File: src/rtl/kd_tree_search_pipe_pkg.sv
// Shared widths, node record and helpers for the KD-tree search pipeline.
// The top-level parameters default to these values and must stay equal to them.
package kd_search_pkg;

  localparam int KD_DIM_WIDTH = 11;
  localparam int KD_NUM_DIMS  = 5;
  localparam int KD_IDX_WIDTH = 3;
  localparam int KD_LEVELS    = 6;
  localparam int KD_TAG_WIDTH = 8;

  localparam int CFG_WIDTH   = 2 * KD_DIM_WIDTH;
  localparam int PATCH_WIDTH = KD_NUM_DIMS * KD_DIM_WIDTH;
  localparam int NUM_NODES   = (1 << KD_LEVELS) - 1;
  localparam int NODE_WIDTH  = KD_DIM_WIDTH + KD_IDX_WIDTH;

  typedef struct packed {
    logic signed [KD_DIM_WIDTH-1:0] median;
    logic [KD_IDX_WIDTH-1:0]        idx;
  } node_t;

  function automatic int node_base(input int level);
    return (1 << level) - 1;
  endfunction

  // Out-of-range split dimensions read as zero.
  function automatic logic signed [KD_DIM_WIDTH-1:0] slice_dim(
    input logic [PATCH_WIDTH-1:0]  patch,
    input logic [KD_IDX_WIDTH-1:0] idx
  );
    slice_dim = '0;
    for (int d = 0; d < KD_NUM_DIMS; d++) begin
      if (idx == KD_IDX_WIDTH'(d)) slice_dim = patch[d*KD_DIM_WIDTH +: KD_DIM_WIDTH];
    end
  endfunction

  function automatic logic idx_bad(input logic [KD_IDX_WIDTH-1:0] idx);
    return int'(idx) >= KD_NUM_DIMS;
  endfunction

endpackage

File: src/rtl/kd_tree_search_pipe_stage.sv
// One tree level: pick this level's node from the running path, compare the
// selected patch component against the median, and register the extended path.
module kd_search_stage
  import kd_search_pkg::*;
#(
  parameter int LEVEL = 0
) (
  input  logic                               clk,
  input  logic                               rst,
  input  logic                               stall_i,
  input  logic [NUM_NODES*NODE_WIDTH-1:0]    nodes_i,
  input  logic                               valid_i,
  input  logic [PATCH_WIDTH-1:0]             patch_i,
  input  logic [KD_TAG_WIDTH-1:0]            tag_i,
  input  logic [KD_LEVELS-1:0]               path_i,
  output logic                               valid_o,
  output logic [PATCH_WIDTH-1:0]             patch_o,
  output logic [KD_TAG_WIDTH-1:0]            tag_o,
  output logic [KD_LEVELS-1:0]               path_o,
  output logic                               bad_o
);

  localparam logic [KD_LEVELS-1:0] PATH_MASK = KD_LEVELS'((1 << LEVEL) - 1);
  localparam logic [KD_LEVELS-1:0] BASE      = KD_LEVELS'(node_base(LEVEL));

  logic [KD_LEVELS-1:0]           adr;
  node_t                          node;
  logic signed [KD_DIM_WIDTH-1:0] slice;
  logic                           go_right;
  logic [KD_LEVELS-1:0]           path_d;
  logic                           unused_path_msb;

  logic                           valid_q;
  logic [PATCH_WIDTH-1:0]         patch_q;
  logic [KD_TAG_WIDTH-1:0]        tag_q;
  logic [KD_LEVELS-1:0]           path_q;

  // Only the low LEVEL bits of the incoming path are meaningful here.
  assign adr      = BASE + (path_i & PATH_MASK);
  assign node     = nodes_i[adr*NODE_WIDTH +: NODE_WIDTH];
  assign slice    = slice_dim(patch_i, node.idx);
  assign go_right = !(slice < node.median);
  assign path_d   = {path_i[KD_LEVELS-2:0], go_right};
  assign bad_o    = valid_i && idx_bad(node.idx);

  assign unused_path_msb = path_i[KD_LEVELS-1];

  always_ff @(posedge clk) begin
    if (rst) begin
      valid_q <= 1'b0;
      patch_q <= '0;
      tag_q   <= '0;
      path_q  <= '0;
    end else if (!stall_i) begin
      valid_q <= valid_i;
      patch_q <= patch_i;
      tag_q   <= tag_i;
      path_q  <= path_d;
    end
  end

  assign valid_o = valid_q;
  assign patch_o = patch_q;
  assign tag_o   = tag_q;
  assign path_o  = path_q;

endmodule

File: src/rtl/kd_tree_search_pipe.sv
// KD-tree internal-node search: sequential node config load, then one query per
// cycle routed through LEVELS compare stages to a leaf index, with backpressure.
module kd_tree_search_pipe
  import kd_search_pkg::*;
#(
  parameter int DIM_WIDTH = KD_DIM_WIDTH,
  parameter int NUM_DIMS  = KD_NUM_DIMS,
  parameter int IDX_WIDTH = KD_IDX_WIDTH,
  parameter int LEVELS    = KD_LEVELS,
  parameter int TAG_WIDTH = KD_TAG_WIDTH
) (
  input  logic                          clk,
  input  logic                          rst,
  input  logic                          cfg_valid,
  input  logic [2*DIM_WIDTH-1:0]        cfg_data,
  input  logic                          cfg_restart,
  output logic                          cfg_done,
  input  logic                          in_valid,
  output logic                          in_ready,
  input  logic [NUM_DIMS*DIM_WIDTH-1:0] in_patch,
  input  logic [TAG_WIDTH-1:0]          in_tag,
  output logic                          out_valid,
  input  logic                          out_ready,
  output logic [LEVELS-1:0]             out_leaf,
  output logic [TAG_WIDTH-1:0]          out_tag,
  output logic [NUM_DIMS*DIM_WIDTH-1:0] out_patch,
  output logic                          err_bad_idx
);

  node_t                         node_q [NUM_NODES];
  logic [NUM_NODES*NODE_WIDTH-1:0] nodes_flat;

  logic [KD_LEVELS-1:0] wadr_q, wadr_d;
  logic                 cfg_done_q, cfg_done_d;
  logic                 err_q, err_d;
  logic                 cfg_we;
  logic                 stall;
  logic                 busy;

  logic [DIM_WIDTH-IDX_WIDTH-1:0] unused_cfg_bits;

  // Index 0 is the input register; index l+1 is the output of stage l.
  logic [KD_LEVELS:0]        valid_w;
  logic [PATCH_WIDTH-1:0]    patch_w [KD_LEVELS+1];
  logic [KD_TAG_WIDTH-1:0]   tag_w   [KD_LEVELS+1];
  logic [KD_LEVELS-1:0]      path_w  [KD_LEVELS+1];
  logic [KD_LEVELS-1:0]      bad_w;

  assign unused_cfg_bits = cfg_data[DIM_WIDTH-1:IDX_WIDTH];

  assign stall    = valid_w[KD_LEVELS] && !out_ready;
  assign busy     = |valid_w;
  assign in_ready = cfg_done_q && !stall && !cfg_restart;

  // Restart only takes effect on an empty pipeline, but always drops a same-cycle write.
  always_comb begin
    wadr_d     = wadr_q;
    cfg_done_d = cfg_done_q;
    cfg_we     = 1'b0;
    if (cfg_restart) begin
      if (!busy) begin
        wadr_d     = '0;
        cfg_done_d = 1'b0;
      end
    end else if (cfg_valid && !cfg_done_q) begin
      cfg_we = 1'b1;
      wadr_d = wadr_q + 1'b1;
      if (wadr_q == KD_LEVELS'(NUM_NODES - 1)) cfg_done_d = 1'b1;
    end
  end

  assign err_d = err_q || (!stall && |bad_w);

  always_ff @(posedge clk) begin
    if (rst) begin
      wadr_q     <= '0;
      cfg_done_q <= 1'b0;
      err_q      <= 1'b0;
    end else begin
      wadr_q     <= wadr_d;
      cfg_done_q <= cfg_done_d;
      err_q      <= err_d;
    end
  end

  always_ff @(posedge clk) begin
    if (cfg_we && !rst) begin
      node_q[wadr_q] <= {cfg_data[2*DIM_WIDTH-1:DIM_WIDTH], cfg_data[IDX_WIDTH-1:0]};
    end
  end

  generate
    for (genvar gi = 0; gi < NUM_NODES; gi++) begin : g_flat
      assign nodes_flat[gi*NODE_WIDTH +: NODE_WIDTH] = node_q[gi];
    end
  endgenerate

  always_ff @(posedge clk) begin
    if (rst) begin
      valid_w[0] <= 1'b0;
      patch_w[0] <= '0;
      tag_w[0]   <= '0;
    end else if (!stall) begin
      valid_w[0] <= in_valid && in_ready;
      patch_w[0] <= in_patch;
      tag_w[0]   <= in_tag;
    end
  end

  assign path_w[0] = '0;

  generate
    for (genvar gi = 0; gi < KD_LEVELS; gi++) begin : g_stage
      kd_search_stage #(.LEVEL(gi)) u_stage (
        .clk     (clk),
        .rst     (rst),
        .stall_i (stall),
        .nodes_i (nodes_flat),
        .valid_i (valid_w[gi]),
        .patch_i (patch_w[gi]),
        .tag_i   (tag_w[gi]),
        .path_i  (path_w[gi]),
        .valid_o (valid_w[gi+1]),
        .patch_o (patch_w[gi+1]),
        .tag_o   (tag_w[gi+1]),
        .path_o  (path_w[gi+1]),
        .bad_o   (bad_w[gi])
      );
    end
  endgenerate

  assign cfg_done    = cfg_done_q;
  assign err_bad_idx = err_q;
  assign out_valid   = valid_w[KD_LEVELS];
  assign out_leaf    = path_w[KD_LEVELS];
  assign out_tag     = tag_w[KD_LEVELS];
  assign out_patch   = patch_w[KD_LEVELS];

endmodule

File: config.mk
export PLATFORM = sky130hd
export DESIGN_NAME = kd_tree_search_pipe
export DESIGN_NICKNAME = d
export VERILOG_FILES = /design/src/rtl/kd_tree_search_pipe_pkg.sv /design/src/rtl/kd_tree_search_pipe_stage.sv /design/src/rtl/kd_tree_search_pipe.sv
export SDC_FILE = /design/constraint.sdc
export NUM_CORES = 2
export LEC_CHECK = 0
export CAP_MARGIN = 20
export CORE_ASPECT_RATIO = 1.2
export CORE_MARGIN = 2
export CORE_UTILIZATION = 50
export DETAILED_ROUTE_END_ITERATION = 8
export HOLD_SLACK_MARGIN = 0.15
export PLACE_DENSITY = 0.68
export SKIP_LAST_GASP = 1
export SYNTH_ARGS = -nofsm -noshare
export SYNTH_HDL_FRONTEND = slang
export SYNTH_SLANG_ARGS = --single-unit
File: constraint.sdc
create_clock -name clk -period 6.14 [get_ports clk]
set_clock_uncertainty 0.1 [all_clocks]
set_input_delay 0.921 -clock clk [delete_from_list [all_inputs] [get_ports clk]]
set_output_delay 0.921 -clock clk [all_outputs]
set_load 0.02 [all_outputs]
==> run metrics <==
via count of the first global-routing pass roughly 31000; die outline area 0.1100 mm²; count of filler cells inserted in the layout 8288; clock tree root driver cell sky130_fd_sc_hd__clkbuf_16; Hold Fails Final Rpt 0; Area Overhead vs Synth 14.49%; number of buffers inserted by hold repair at cts 0; combinational share of power 5.3%; type of element capturing the critical path flop; Worst Hold Launch g_stage[3].u_stage.tag_o[0]; net total in the final layout approximately 4200; CTS H-Tree Depth 4; proportion of synthesized flip-flops having asynchronous set or reset 0%; total clock sinks 1359; maximum number of pins on one net before global-route repair about 220; Net Sw Frac 21.91%; antenna violations before repair 1; IO buf count 155; Max Cap Violations 0; number of max-slew violations in the final report 0; num ports about 160; sum of negative setup slack 0 ns; detailed placer's ending HPWL 81.58 mm; height of the chip roughly 360 µm; final number of setup-violating endpoints 0; register bit count reported by yosys 1359; fraction of final layout cells sized beyond drive strength 1 between 10% and 20%; static leakage power 0.02004 µW; internal cell power around 15000 µW; synthesized netlist net count 4079; Routability Congestion a little under 0.9; number of gates given a new drive strength after cts 0; worst-case setup slack after placement approximately 1.2 ns; routed via count divided by cell count slightly below 6; DRC violations left 0; buffers from clock root to sink, at most 3; cts bufs inserted 134; Worst Reg2Reg Path Length in Cells 15; Global Route Usage Sum between 20% and 30%; destination of the worst hold path g_stage[3].u_stage.tag_o[0]; post-synthesis cell type count 53; worst max-slew margin expressed relative to the limit 25.72%; WP data required between 6 and 7 ns; Placeable Area 0.1064 mm²; Power per Cell Area approximately 310 mW/mm²; clock latency on the worst-skew pair between 0.7 and 0.8 ns; worst supply voltage drop on vdd 0.0002316 V; Worst-Margin Slew 1.113 ns; final worst-path cycle share around four fifths; Post-Syn Area around 0.054 mm²; switching power roughly 4200 µW; count of cells along the worst hold path 2; RSZ-0062 raised after global routing no; Congestion Overflow GR 0; Post-Synth Simple-Gate Area 8.628%; setup slack of the most critical reg-to-reg path 1.22 ns; kind of path behind the tightest hold check reg -> reg; element type at the critical path start flop; number of enable-type register cells in the synthesized netlist slightly below 900; overall routed net length ~130 mm; WS Path Type reg -> reg; Worst Path Arrival ~5.5 ns; die width between 300 and 400 µm; largest family of logic cells by synthesized area multiplexers; run status completed; post-CTS setup-driven buffer insertion count 0; post-synthesis mux area share approximately 14%; Post-Syn Instances about 3900; smallest setup slack after layout about 1.2 ns; Adder-Cell Fraction of Synth Area approximately 1.4%; Avg WL per Cell approximately 24 µm; Crit Reg-Reg Startpoint g_stage[4].u_stage.path_o[0]; destination of the worst register-to-register timing path g_stage[5].u_stage.path_o[0]; sequential share of the synthesized area between 60% and 70%; average instance area after synthesis 13.67 µm²; initial core utilization between 50% and 60%; Reg clk slew, reported paths ~0.06 ns; Synth Area in XOR/XNOR 0.06527%; maximum fanout along the worst path 46; clock tree from TritonCTS built; wire length of the first global-routing pass roughly 200 mm; # diodes 0; fraction of the mapped netlist area in compound gates around 6.2%; clock period minus final worst setup slack between 4 and 5 ns; number of vias in the routed layout approximately 32000; Yosys warning total 0; Synth Flop Type sky130_fd_sc_hd__edfxtp_1; row count roughly 130; clock network fraction of total power 43.3%; Fmax achieved around 200 MHz; portion of total power attributed to sequential cells 51.4%; Initial DRC Count approximately 3600; number of nets still failing antenna checks after routing 0; drt first pass iters 7
==> power groups by stage <==
stage          clock [µW]  sequential, µW  combinational, µW
6_report             8350            9900               1020
4_1_cts              8460            9900               1020
3_5_place_dp            0           10100               1020
5_1_grt              8790            9910               1100
3_3_place_gp            0           10100               1010
2_1_floorplan           0           10000                675
==> critical path: stages (launching register included) <==
cell	delay, ns
sky130_fd_sc_hd__dfxtp_4	0.47
sky130_fd_sc_hd__buf_4	0.74
sky130_fd_sc_hd__mux4_2	0.59
sky130_fd_sc_hd__mux2i_1	0.22
sky130_fd_sc_hd__o22ai_1	0.13
sky130_fd_sc_hd__nor2_1	0.21
sky130_fd_sc_hd__buf_4	0.30
sky130_fd_sc_hd__mux2i_1	0.23
sky130_fd_sc_hd__ha_1	0.26
sky130_fd_sc_hd__a21o_1	0.18
sky130_fd_sc_hd__a21o_1	0.17
sky130_fd_sc_hd__a21o_1	0.17
sky130_fd_sc_hd__a21oi_1	0.12
sky130_fd_sc_hd__o21ai_0	0.14
sky130_fd_sc_hd__or3_1	0.39
sky130_fd_sc_hd__o311a_1	0.34
==> metrics by stage <==
step	util [%]	instance area, µm²	hold WS, ns	total power [µW]	instances
floorplan	-	53670	0.3321	10710	3926
global placement	53.32	56720	0.3382	11110	5306
detailed placement	53.35	56750	0.3448	11120	5307
CTS	57.60	61280	0.3524	19390	5552
global route	57.77	61450	0.3677	19800	5563
finish	57.77	61450	0.3495	19270	5563
==> worst max path at each step <==
stage | start | end | slack, ns | cells after the start
after floorplan | g_stage[4].u_stage.path_o[0] | g_stage[5].u_stage.path_o[0] | 1.51 | 16
after global placement | g_stage[4].u_stage.path_o[0] | g_stage[5].u_stage.path_o[0] | 1.20 | 15
after detailed placement | g_stage[4].u_stage.path_o[0] | g_stage[5].u_stage.path_o[0] | 1.19 | 15
after CTS | g_stage[4].u_stage.path_o[0] | g_stage[5].u_stage.path_o[0] | 1.19 | 15
after global routing | g_stage[3].u_stage.path_o[0] | g_stage[4].u_stage.path_o[0] | 0.88 | 14
final | g_stage[4].u_stage.path_o[0] | g_stage[5].u_stage.path_o[0] | 1.22 | 15
==> synthesized netlist by cell type (2+ instances only) <==
cell type / instances / area [µm²]
sky130_fd_sc_hd__a22oi_1: 13 / 97.59
sky130_fd_sc_hd__buf_4: 3 / 22.52
sky130_fd_sc_hd__o211ai_1: 3 / 22.52
sky130_fd_sc_hd__nand4b_1: 6 / 52.55
sky130_fd_sc_hd__nor2_1: 98 / 367.9
sky130_fd_sc_hd__a22o_1: 28 / 245.2
sky130_fd_sc_hd__mux2_2: 12 / 135.1
sky130_fd_sc_hd__nor3_1: 6 / 30.03
sky130_fd_sc_hd__a21o_1: 12 / 90.09
sky130_fd_sc_hd__buf_2: 15 / 75.07
sky130_fd_sc_hd__edfxtp_1: 882 / 26490
sky130_fd_sc_hd__nor4_1: 3 / 18.77
sky130_fd_sc_hd__mux2i_1: 106 / 1061
sky130_fd_sc_hd__o2111ai_1: 2 / 17.52
sky130_fd_sc_hd__or3_1: 9 / 56.30
sky130_fd_sc_hd__nand2b_1: 8 / 50.05
sky130_fd_sc_hd__nand4_1: 12 / 75.07
sky130_fd_sc_hd__a221oi_1: 2 / 17.52
sky130_fd_sc_hd__buf_6: 4 / 45.04
sky130_fd_sc_hd__xor2_1: 3 / 26.28
sky130_fd_sc_hd__nand2_1: 968 / 3633
sky130_fd_sc_hd__a21oi_1: 481 / 2407
sky130_fd_sc_hd__a31oi_1: 7 / 43.79
sky130_fd_sc_hd__o21a_1: 3 / 22.52
sky130_fd_sc_hd__a211oi_1: 6 / 45.04
sky130_fd_sc_hd__inv_1: 57 / 214.0
sky130_fd_sc_hd__o31ai_1: 2 / 15.01
sky130_fd_sc_hd__nor3b_1: 5 / 37.54
sky130_fd_sc_hd__buf_1: 30 / 112.6
sky130_fd_sc_hd__dfxtp_1: 477 / 9549
sky130_fd_sc_hd__or3b_2: 3 / 26.28
sky130_fd_sc_hd__nor2b_1: 9 / 56.30
sky130_fd_sc_hd__nand3b_1: 9 / 67.56
sky130_fd_sc_hd__a2111oi_0: 3 / 26.28
sky130_fd_sc_hd__clkbuf_1: 212 / 795.8
sky130_fd_sc_hd__nand3_1: 23 / 115.1
sky130_fd_sc_hd__o21ai_0: 38 / 190.2
sky130_fd_sc_hd__mux4_2: 284 / 6396
sky130_fd_sc_hd__ha_1: 62 / 775.7
sky130_fd_sc_hd__a221o_1: 2 / 20.02
sky130_fd_sc_hd__o22ai_1: 5 / 31.28
sky130_fd_sc_hd__and2_1: 2 / 12.51
==> flip-flops by register name (all words and copies together), names as in the netlist <==
| register | cells |
|---|---|
| g_stage.u_stage.valid_o | 6 |
| g_stage.u_stage.path_o | 21 |
| valid_w | 1 |
| g_stage.u_stage.patch_o | 330 |
| err_bad_idx | 1 |
| patch_w | 55 |
| node_q | 882 |
| wadr_q | 6 |
| cfg_done | 1 |
| tag_w | 8 |
| g_stage.u_stage.tag_o | 48 |
==> cell type report <==
type	instances	area (µm²)	share of cell area, %
Multi-Input combinational cell	2244	16470	26.80
Clock inverter	68	755.7	1.230
Sequential cell	1359	36050	58.66
Clock buffer	177	3769	6.133
Tap cell	1396	1747	2.842
Inverter	58	217.7	0.3543
Timing Repair Buffer	261	2442	3.975
==> cell usage in the layout (no fill, tap or decap), drive strengths merged, types with 10 or more instances in the layout <==
master	instances
bufinv	10
clkinv	37
a22oi	13
mux2i	106
ha	62
edfxtp	882
clkinvlp	10
nand4	12
a22o	28
mux4	284
buf	121
o21ai	38
nor2	98
dfxtp	477
inv	69
mux2	12
a21o	12
clkbuf	177
clkdlybuf4s50	140
a21oi	481
nand3	23
nand2	968
==> cells by family (layout without fill, tap and decap cells) <==
family / count (synthesis) / after routing
mux: 402 / 402
simple gates: 1165 / 1165
compound gates: 611 / 611
buf+inv: 323 / 564
xor+xnor: 4 / 4
fa+ha+maj: 62 / 62
flops: 1359 / 1359
==> routing by layer <==
| layer | track usage, % | share of wire [%] |
|---|---|---|
| met3 | 3.643 | 6.3 |
| met1 | 32.07 | 40 |
| met2 | 40.11 | 50 |
| met4 | 8.461 | 3.2 |
| met5 | 0 | 0 |
(Power assumes the default switching activity.)
